===== src/rtl/uart_time_encoder.sv =====
// -----------------------------------------------------------------------------
// uart_time_encoder
//
// Formats a snapshot of the watch time as an ASCII line "HH:MM:SS\r\n" and
// pushes it one byte per cycle into the UART TX FIFO. FIFO full stalls the
// stream. A request arriving while a message is in flight is remembered
// (1-deep) and produces exactly one follow-up message with fresh time values.
//
// Optional feature (compile-time macro UART_TIME_ENCODER_CENTISEC_EN):
//   defined   -> ".CC" centiseconds are inserted after the seconds field
//   undefined -> i_csec is ignored
//
// Parameter:
//   MSG_TERM_CR  1: line ends "\r\n", 0: line ends "\n"
//
// Ports:
//   clk        system clock, rising edge
//   rst        synchronous reset, active low
//   i_req      one-cycle send request
//   i_hour     hours        (0-31, shown clamped to 99)
//   i_min      minutes      (0-63)
//   i_sec      seconds      (0-63)
//   i_csec     centiseconds (0-127, clamped to 99, centisecond build only)
//   i_full     TX FIFO full
//   o_tx_data  ASCII byte to FIFO (8'h00 outside a message)
//   o_push     FIFO write strobe
//   o_busy     message in progress
//   o_done     one-cycle pulse after the last byte was pushed
// -----------------------------------------------------------------------------
module uart_time_encoder #(
   parameter logic MSG_TERM_CR = 1'b1
) (
   input  logic       clk,
   input  logic       rst,
   input  logic       i_req,
   input  logic [4:0] i_hour,
   input  logic [5:0] i_min,
   input  logic [5:0] i_sec,
   input  logic [6:0] i_csec,
   input  logic       i_full,
   output logic [7:0] o_tx_data,
   output logic       o_push,
   output logic       o_busy,
   output logic       o_done
);

`ifdef UART_TIME_ENCODER_CENTISEC_EN
   localparam int DIGIT_BYTES = 11;
`else
   localparam int DIGIT_BYTES = 8;
`endif
   localparam int         MSG_LEN  = DIGIT_BYTES + (MSG_TERM_CR ? 2 : 1);
   localparam logic [3:0] LAST_IDX = 4'(MSG_LEN - 1);
   localparam logic [3:0] TERM_IDX = 4'(DIGIT_BYTES);

   typedef enum logic [1:0] {IDLE, SEND, DONE} state_t;

   state_t     state, state_d;
   logic [3:0] idx, idx_d;
   logic       pending, pending_d;
   logic       load;

   logic [4:0] hour_q;
   logic [5:0] min_q;
   logic [5:0] sec_q;
`ifdef UART_TIME_ENCODER_CENTISEC_EN
   logic [6:0] csec_q;
`else
   logic       unused_csec;
   assign unused_csec = ^i_csec;
`endif

   // Two ASCII digits {tens, ones} of a value clamped to 99. The tens digit
   // comes from a compare chain so no divider is synthesised.
   function automatic logic [15:0] to_ascii(input logic [6:0] v);
      logic [6:0] c;
      logic [3:0] t;
      logic [3:0] o;
      c = (v > 7'd99) ? 7'd99 : v;
      t = 4'd0;
      for (int k = 1; k <= 9; k++) begin
         if (c >= 7'(10 * k)) t = 4'(k);
      end
      o = 4'(c - 7'(10 * t));
      return {4'h3, t, 4'h3, o};
   endfunction

   logic [15:0] hour_asc, min_asc, sec_asc;
   assign hour_asc = to_ascii({2'b00, hour_q});
   assign min_asc  = to_ascii({1'b0, min_q});
   assign sec_asc  = to_ascii({1'b0, sec_q});
`ifdef UART_TIME_ENCODER_CENTISEC_EN
   logic [15:0] csec_asc;
   assign csec_asc = to_ascii(csec_q);
`endif

   // Byte selected by the current index, built from the frozen snapshot.
   logic [7:0] msg_byte;
   always_comb begin
      // NOTE: every always_comb output gets a default first so no path
      // leaves it unassigned, which would otherwise infer a latch.
      msg_byte = 8'h00;
      case (idx)
         4'd0:    msg_byte = hour_asc[15:8];
         4'd1:    msg_byte = hour_asc[7:0];
         4'd2:    msg_byte = 8'h3A;
         4'd3:    msg_byte = min_asc[15:8];
         4'd4:    msg_byte = min_asc[7:0];
         4'd5:    msg_byte = 8'h3A;
         4'd6:    msg_byte = sec_asc[15:8];
         4'd7:    msg_byte = sec_asc[7:0];
`ifdef UART_TIME_ENCODER_CENTISEC_EN
         4'd8:    msg_byte = 8'h2E;
         4'd9:    msg_byte = csec_asc[15:8];
         4'd10:   msg_byte = csec_asc[7:0];
`endif
         default: msg_byte = 8'h00;
      endcase
      if (idx == TERM_IDX)
         msg_byte = MSG_TERM_CR ? 8'h0D : 8'h0A;
      else if (MSG_TERM_CR && idx == TERM_IDX + 4'd1)
         msg_byte = 8'h0A;
   end

   // Next-state logic. A request seen in DONE is stored even when the
   // pending one is being consumed in the same cycle.
   always_comb begin
      state_d   = state;
      idx_d     = idx;
      pending_d = pending;
      load      = 1'b0;
      case (state)
         IDLE: begin
            if (i_req) begin
               load    = 1'b1;
               idx_d   = 4'd0;
               state_d = SEND;
            end
         end
         SEND: begin
            if (i_req) pending_d = 1'b1;
            if (!i_full) begin
               if (idx == LAST_IDX) state_d = DONE;
               else                 idx_d   = idx + 4'd1;
            end
         end
         DONE: begin
            pending_d = i_req;
            idx_d     = 4'd0;
            if (pending) begin
               load    = 1'b1;
               state_d = SEND;
            end else begin
               state_d = IDLE;
            end
         end
         default: state_d = IDLE;
      endcase
   end

   always_ff @(posedge clk) begin
      // NOTE: sequential state uses non-blocking assignments so every
      // register samples values from before this edge.
      if (!rst) begin
         state   <= IDLE;
         idx     <= 4'd0;
         pending <= 1'b0;
         hour_q  <= '0;
         min_q   <= '0;
         sec_q   <= '0;
`ifdef UART_TIME_ENCODER_CENTISEC_EN
         csec_q  <= '0;
`endif
      end else begin
         state   <= state_d;
         idx     <= idx_d;
         pending <= pending_d;
         if (load) begin
            hour_q <= i_hour;
            min_q  <= i_min;
            sec_q  <= i_sec;
`ifdef UART_TIME_ENCODER_CENTISEC_EN
            csec_q <= i_csec;
`endif
         end
      end
   end

   assign o_push    = (state == SEND) && !i_full;
   assign o_tx_data = (state == SEND) ? msg_byte : 8'h00;
   assign o_busy    = (state != IDLE);
   assign o_done    = (state == DONE);

endmodule


===== config.mk =====
export PLATFORM = sky130hd
export DESIGN_NAME = uart_time_encoder
export DESIGN_NICKNAME = d
export VERILOG_FILES = /design/src/rtl/uart_time_encoder.sv
export SDC_FILE = /design/constraint.sdc
export NUM_CORES = 1
export LEC_CHECK = 0
export BUFFER_PORTS_ARGS = -buffer_cell sky130_fd_sc_hd__buf_2
export CORE_MARGIN = 2
export CORE_UTILIZATION = 45
export DETAILED_ROUTE_END_ITERATION = 8
export PLACE_DENSITY = 0.73
export SLEW_MARGIN = 5
export SYNTH_ARGS = -nofsm -noshare
export SYNTH_HDL_FRONTEND = slang
export SYNTH_SLANG_ARGS = --single-unit

===== constraint.sdc =====
create_clock -name clk -period 3.1 [get_ports clk]
set_input_delay 0.465 -clock clk [delete_from_list [all_inputs] [get_ports clk]]
set_output_delay 0.465 -clock clk [all_outputs]
set_load 0.02 [all_outputs]

# Word level (Yosys, flattened, before mapping)
# Index checks and enable logic that the tools add are counted.
[totals]
regBits = 24
output_inout_bits = 11
word_cells = 110
[classes]
add_sub_neg = 4
n_mul = 3
magnitude_cmp = 26
n_eq_ne = 16
muxes = 44
reduce_logical = 11
[ops]
columns = ["cell", "count"]
rows = [
  ["4-bit 2-to-1 mux", 23],
  ["7-bit by 6-bit >= comparator with 1-bit output (second input constant)", 6],
  ["7-bit >= comparator (second input constant)", 6],
  ["6-bit case mux with 7 select lines", 1],
  ["7-bit by 5-bit >= comparator with 1-bit output (second input constant)", 4],
  ["8-bit 2-to-1 mux", 3],
  ["5-bit by 7-bit >= comparator with 1-bit output (second input constant)", 3],
  ["4-bit by 3-bit == test with 1-bit output (second input constant)", 4],
  ["7-bit by 4-bit >= comparator with 1-bit output (second input constant)", 2],
  ["6-bit by 7-bit greater-than comparator with 1-bit output (second input constant)", 2],
  ["7-bit 2-to-1 mux", 2],
  ["3-bit by 4-bit multiplier with 3-bit output (first input constant)", 3],
  ["4-bit case mux with 3 select lines", 1],
  ["4-bit subtractor", 3],
  ["5-bit >= comparator (second input constant)", 2],
  ["2-bit inequality test (second input constant)", 5],
  ["4-bit by 2-bit == test with 1-bit output (second input constant)", 2],
  ["4-bit == test (second input constant)", 2],
  ["2-bit 2-to-1 mux", 4],
  ["1-bit 2-to-1 mux", 7],
  ["2-bit case mux with 3 select lines", 1],
  ["5-bit by 4-bit >= comparator with 1-bit output (second input constant)", 1],
  ["4-bit by 1-bit adder with 4-bit output (second input constant)", 1],
  ["4-bit by 1-bit == test with 1-bit output (second input constant)", 1],
  ["13 further kinds", 15],
]

# Logic depth before layout (Yosys ltp)
[logic_depth]
word_depth = 18
mapped_depth = 11
depth_no_buf = 10

# Worst setup path before layout
# Ideal clock, no wire load.
[synth_path]
kind = "reg2out"
startpoint = "register sec_q[2]"
endpoint = "output port o_tx_data[2]"
t_arrival_ns = 2.246
path_slack_ns = 0.389
path_stages_with_launch = 11
n_path_buf = 0
path_cell_list = "dfxtp_1 -> nand2b_1 -> o22ai_1 -> a221oi_2 -> ha_1 -> inv_1 -> fa_1 -> nand2_1 -> nand2_1 -> nand2_1 -> a41oi_1"
[synth_via]
elab_chain_len = 18
word_cells_on_any_way = 26
cone_classes = "1 x add/sub; 1 x mul; 10 x order compare; 14 x mux"
[synth_rtl]
columns = ["element", "line", "rtl"]
rows = [
  ["start, declared", "65", "logic [5:0] sec_q;"],
  ["start signal, assigned", "181", "sec_q <= i_sec;"],
  ["6-bit by 7-bit greater-than comparator with 1-bit output", "79", "c = (v > 7'd99) ? 7'd99 : v;"],
  ["7-bit 2-to-1 mux *", "79", ""],
  ["7-bit by 4-bit >= comparator with 1-bit output", "82", "if (c >= 7'(10 * k)) t = 4'(k);"],
  ["1-bit 2-to-1 mux", "82", ""],
  ["4-bit 2-to-1 mux (8 in series)", "82", ""],
  ["3-bit by 4-bit multiplier with 3-bit output", "84", "o = 4'(c - 7'(10 * t));"],
  ["4-bit subtractor", "84", ""],
  ["6-bit case mux with 7 select lines *", "103", "case (idx)"],
  ["8-bit 2-to-1 mux *", "121", "else if (MSG_TERM_CR && idx == TERM_IDX + 4'd1)"],
  ["8-bit 2-to-1 mux *", "119", "if (idx == TERM_IDX)"],
  ["8-bit 2-to-1 mux *", "190", "assign o_tx_data = (state == SEND) ? msg_byte : 8'h00;"],
  ["end, declared", "41", "output logic [7:0] o_tx_data,"],
]
# Every way passes the cells marked *; elsewhere a longest branch is shown, timed or not.

# Worst setup path in the final report
# Same ends and word-level chain as after synthesis.

==> out/qor.txt <==
status: complete, no violations
vias in the first global route: 1305
GRT Total Usage: 17.1%
RSZ-0062 raised after global routing: true
Pwr Total: 0.762 mW
Top Usage Layer GRT: met2
fin worst setup slack: 0.103 ns
Leak: 0.868 nW
Reg area: 499 sq um
Final Max Slew Viols: 0
Seq pwr share: 46.5%
unique cell type count in the Yosys netlist: 56
Final Cell Area: 2140 sq um
via density per instance: 5.45
CP arrival: 2.53 ns
final hold viol count: 0
TritonRoute pass-1 iters: 4
Final period util: 96.7%
I/O pin count: 39
asr flop ratio synth: 0%
Main synth FF type: dfxtp_1
Via Count: 1592
WS Path Type: reg -> out
row count: 23
post-layout util: 53.8%
# Max-Cap Violations: 0
Post-DRT Antenna Nets: 0
endpoint class of the critical path: primary output
Post-DP HPWL: 2810 um
hold_buf cts: 0
Post-Syn Area: 1850 sq um
clock slew at reported path FFs: 0.09 ns
met3 usage: 1.97%
Rel. slew slack: 56.5%
layout cells sized above 1: 26.0%
CP required: 2.63 ns
top achievable clock speed: 334 MHz
setup TNS: 0 ns
Seq/Total Area, Yosys: 25.9%
Syn Area/Cell: 8.51 sq um
initial DRC count: 82
Comb pwr share: 25.2%
CP Launch Type: flop
VDD IR max: 0.194 mV
deepest clock path buffer count: 2
number of flops mapped to enable cells by yosys: 0
Setup violations, final: 0
die area: 4650 sq um
initial antenna violation count: 0
DRT Wirelength: 3810 um
die height: 68.2 um
Sw Ratio: 29.9%
CTS H-Tree Depth: 1
Clk pwr share: 28.3%
pre-CTS setup slack: 0.212 ns
Sw Pwr: 0.228 mW
core area: 3970 sq um
skew final: 0.00251 ns
Slew @ Worst Pin: 0.651 ns
Yosys warnings: 0
initial core utilization: 46.7%
Root Buffer: clkbuf_8
first-pass GRT wire length: 6070 um
Ant. Diodes: 0
worst min-delay path category: in -> reg
RD Place Congestion: 0.819
Clock Sink Count: 24
Seq cells post-synth: 24
met2 usage: 26.7%
IO Port Bufs: 29
area of the multi-input gates: 1290 sq um
Fill cells: 385
largest net degree at the start of global routing: 23
Overflow after GRT: 0
wire length per cell: 13.0 um
PwrDens: 356 nW/um^2
Post-DP Area: 1990 sq um
crit path max fanout: 6
TritonCTS clock tree: done
CTS Buf Count: 3
Syn Inst Count: 218
Global Route met1 Usage: 24.4%
Pint: 0.534 mW
fin crit period: 3.00 ns
DRC: 0
# nets final: 281
area grow syn2layout: 15.2%
worst-skew pair later-pin latency: 0.26 ns
Chip Width: 68.2 um
critical path: stages (launching register included):
cell      delay [ns]
dfxtp_4         0.39
nand2b_4        0.16
o22ai_2         0.08
a221oi_2        0.34
ha_2            0.22
inv_1           0.04
fa_1            0.47
nand2_1         0.05
nand2_1         0.08
nand2_1         0.06
a41oi_2         0.20
buf_4           0.17
per-stage QoR:
| stage | hold slack [ns] | cells |
|---|---|---|
| final | 0.451 | 292 |
| after global routing | 0.454 | 292 |
| after CTS | 0.450 | 289 |
| after detailed placement | 0.497 | 285 |
| after global placement | 0.490 | 285 |
| after floorplan | 0.470 | 219 |
power by group through the flow:
stage	combinational, mW	sequential (mW)	clock [mW]
floorplan	0.151	0.348	0
global placement	0.179	0.359	0
detailed placement	0.183	0.360	0
CTS	0.184	0.354	0.226
global route	0.214	0.358	0.237
finish	0.192	0.354	0.216
cell usage after synthesis (2+ instances only):
| library cell | number | area (sq um) |
|---|---|---|
| nor2b_1 | 25 | 156 |
| dfxtp_1 | 24 | 480 |
| mux2i_1 | 21 | 210 |
| nor2_1 | 15 | 56.3 |
| inv_1 | 14 | 52.6 |
| nand2_1 | 9 | 33.8 |
| a21oi_1 | 8 | 40.0 |
| nand2b_1 | 8 | 50.1 |
| ha_1 | 7 | 87.6 |
| o21ai_0 | 7 | 35.0 |
| clkbuf_1 | 6 | 22.5 |
| nor3_1 | 5 | 25.0 |
| xnor2_1 | 4 | 35.0 |
| a21o_1 | 3 | 22.5 |
| a31oi_1 | 3 | 18.8 |
| and3_1 | 3 | 18.8 |
| buf_2 | 3 | 15.0 |
| buf_4 | 3 | 22.5 |
| fa_1 | 3 | 60.1 |
| nand3_1 | 3 | 15.0 |
| o211ai_1 | 3 | 22.5 |
| a21boi_0 | 2 | 15.0 |
| and2_1 | 2 | 12.5 |
| maj3_2 | 2 | 22.5 |
| nor4b_1 | 2 | 17.5 |
| o21bai_1 | 2 | 15.0 |
| xor2_1 | 2 | 17.5 |
kinds of logic (layout without fill, tap and decap cells):
group | Yosys count | in the layout | share of synthesized area (%)
other | 1 | 2 | 0.202
xor gates and xnor gates | 6 | 6 | 2.83
DFF | 24 | 24 | 25.9
adders and majority gates | 13 | 13 | 9.72
and+or+nand+nor | 83 | 83 | 25.8
muxes | 21 | 21 | 11.3
AOI/OAI and AO/OA | 42 | 42 | 17.3
buffers and inverters | 28 | 51 | 6.88
sequential cells by signal, indices dropped and copies added (netlist names):
register	flops
pending	1
idx	4
hour_q	5
min_q	6
state	2
sec_q	6
timing repair:
action                                  4_1_cts  5_1_grt
setup buffers                                 0        3
endpoints found under the setup margin        1        3
pin swaps                                     0        6
gates resized for setup                       6       15
cells in the final DEF (no fill, tap or decap), types with 2 or more instances in the layout:
| cell | synthesis | final |
|---|---|---|
| nor2_1 | 15 | 15 |
| maj3_2 | 2 | 2 |
| nand3_1 | 3 | 3 |
| nand2_1 | 9 | 9 |
| dfxtp_4 | 0 | 3 |
| buf_4 | 3 | 4 |
| o211ai_1 | 3 | 3 |
| clkbuf_8 | 0 | 4 |
| dfxtp_2 | 0 | 6 |
| and3_1 | 3 | 3 |
| o21ai_0 | 7 | 7 |
| nor3_2 | 1 | 2 |
| buf_2 | 3 | 28 |
| nor4b_1 | 2 | 2 |
| nor2b_1 | 25 | 25 |
| o21bai_1 | 2 | 2 |
| a21o_1 | 3 | 3 |
| a31oi_1 | 3 | 3 |
| inv_1 | 14 | 14 |
| fa_1 | 3 | 3 |
| and2_1 | 2 | 2 |
| nor3_1 | 5 | 4 |
| conb_1 | 1 | 2 |
| a21oi_1 | 8 | 8 |
| nand2b_1 | 8 | 6 |
| ha_1 | 7 | 6 |
| nand2b_4 | 0 | 2 |
| a21boi_0 | 2 | 2 |
| dfxtp_1 | 24 | 15 |
| mux2i_1 | 21 | 21 |
| xnor2_1 | 4 | 4 |
layer usage:
layer,part of all wire [%],up-vias
met2,47,42
met3,4.9,4
met1,47,748
met4,0.94,0
li1,-,798
met5,0,-
final timing paths:
kind	startpoint	slack (ns)	end	cells past startpoint
setup / recovery	sec_q[2]	0.10	o_tx_data[2]	11
hold / removal	i_min[3]	0.45	min_q[3]	3
setup reg to reg	idx[1]	1.26	idx[3]	7
hold reg to reg	pending	0.50	pending	2
layout make-up:
| cell class | instances | area share, % |
|---|---|---|
| flip-flops and latches | 24 | 23.4 |
| multi-input cells | 167 | 60.5 |
| clock buffers | 4 | 2.58 |
| well taps | 50 | 2.93 |
| repair buffers | 32 | 7.96 |
| inverters | 15 | 2.63 |
(Power assumes the default switching activity.)
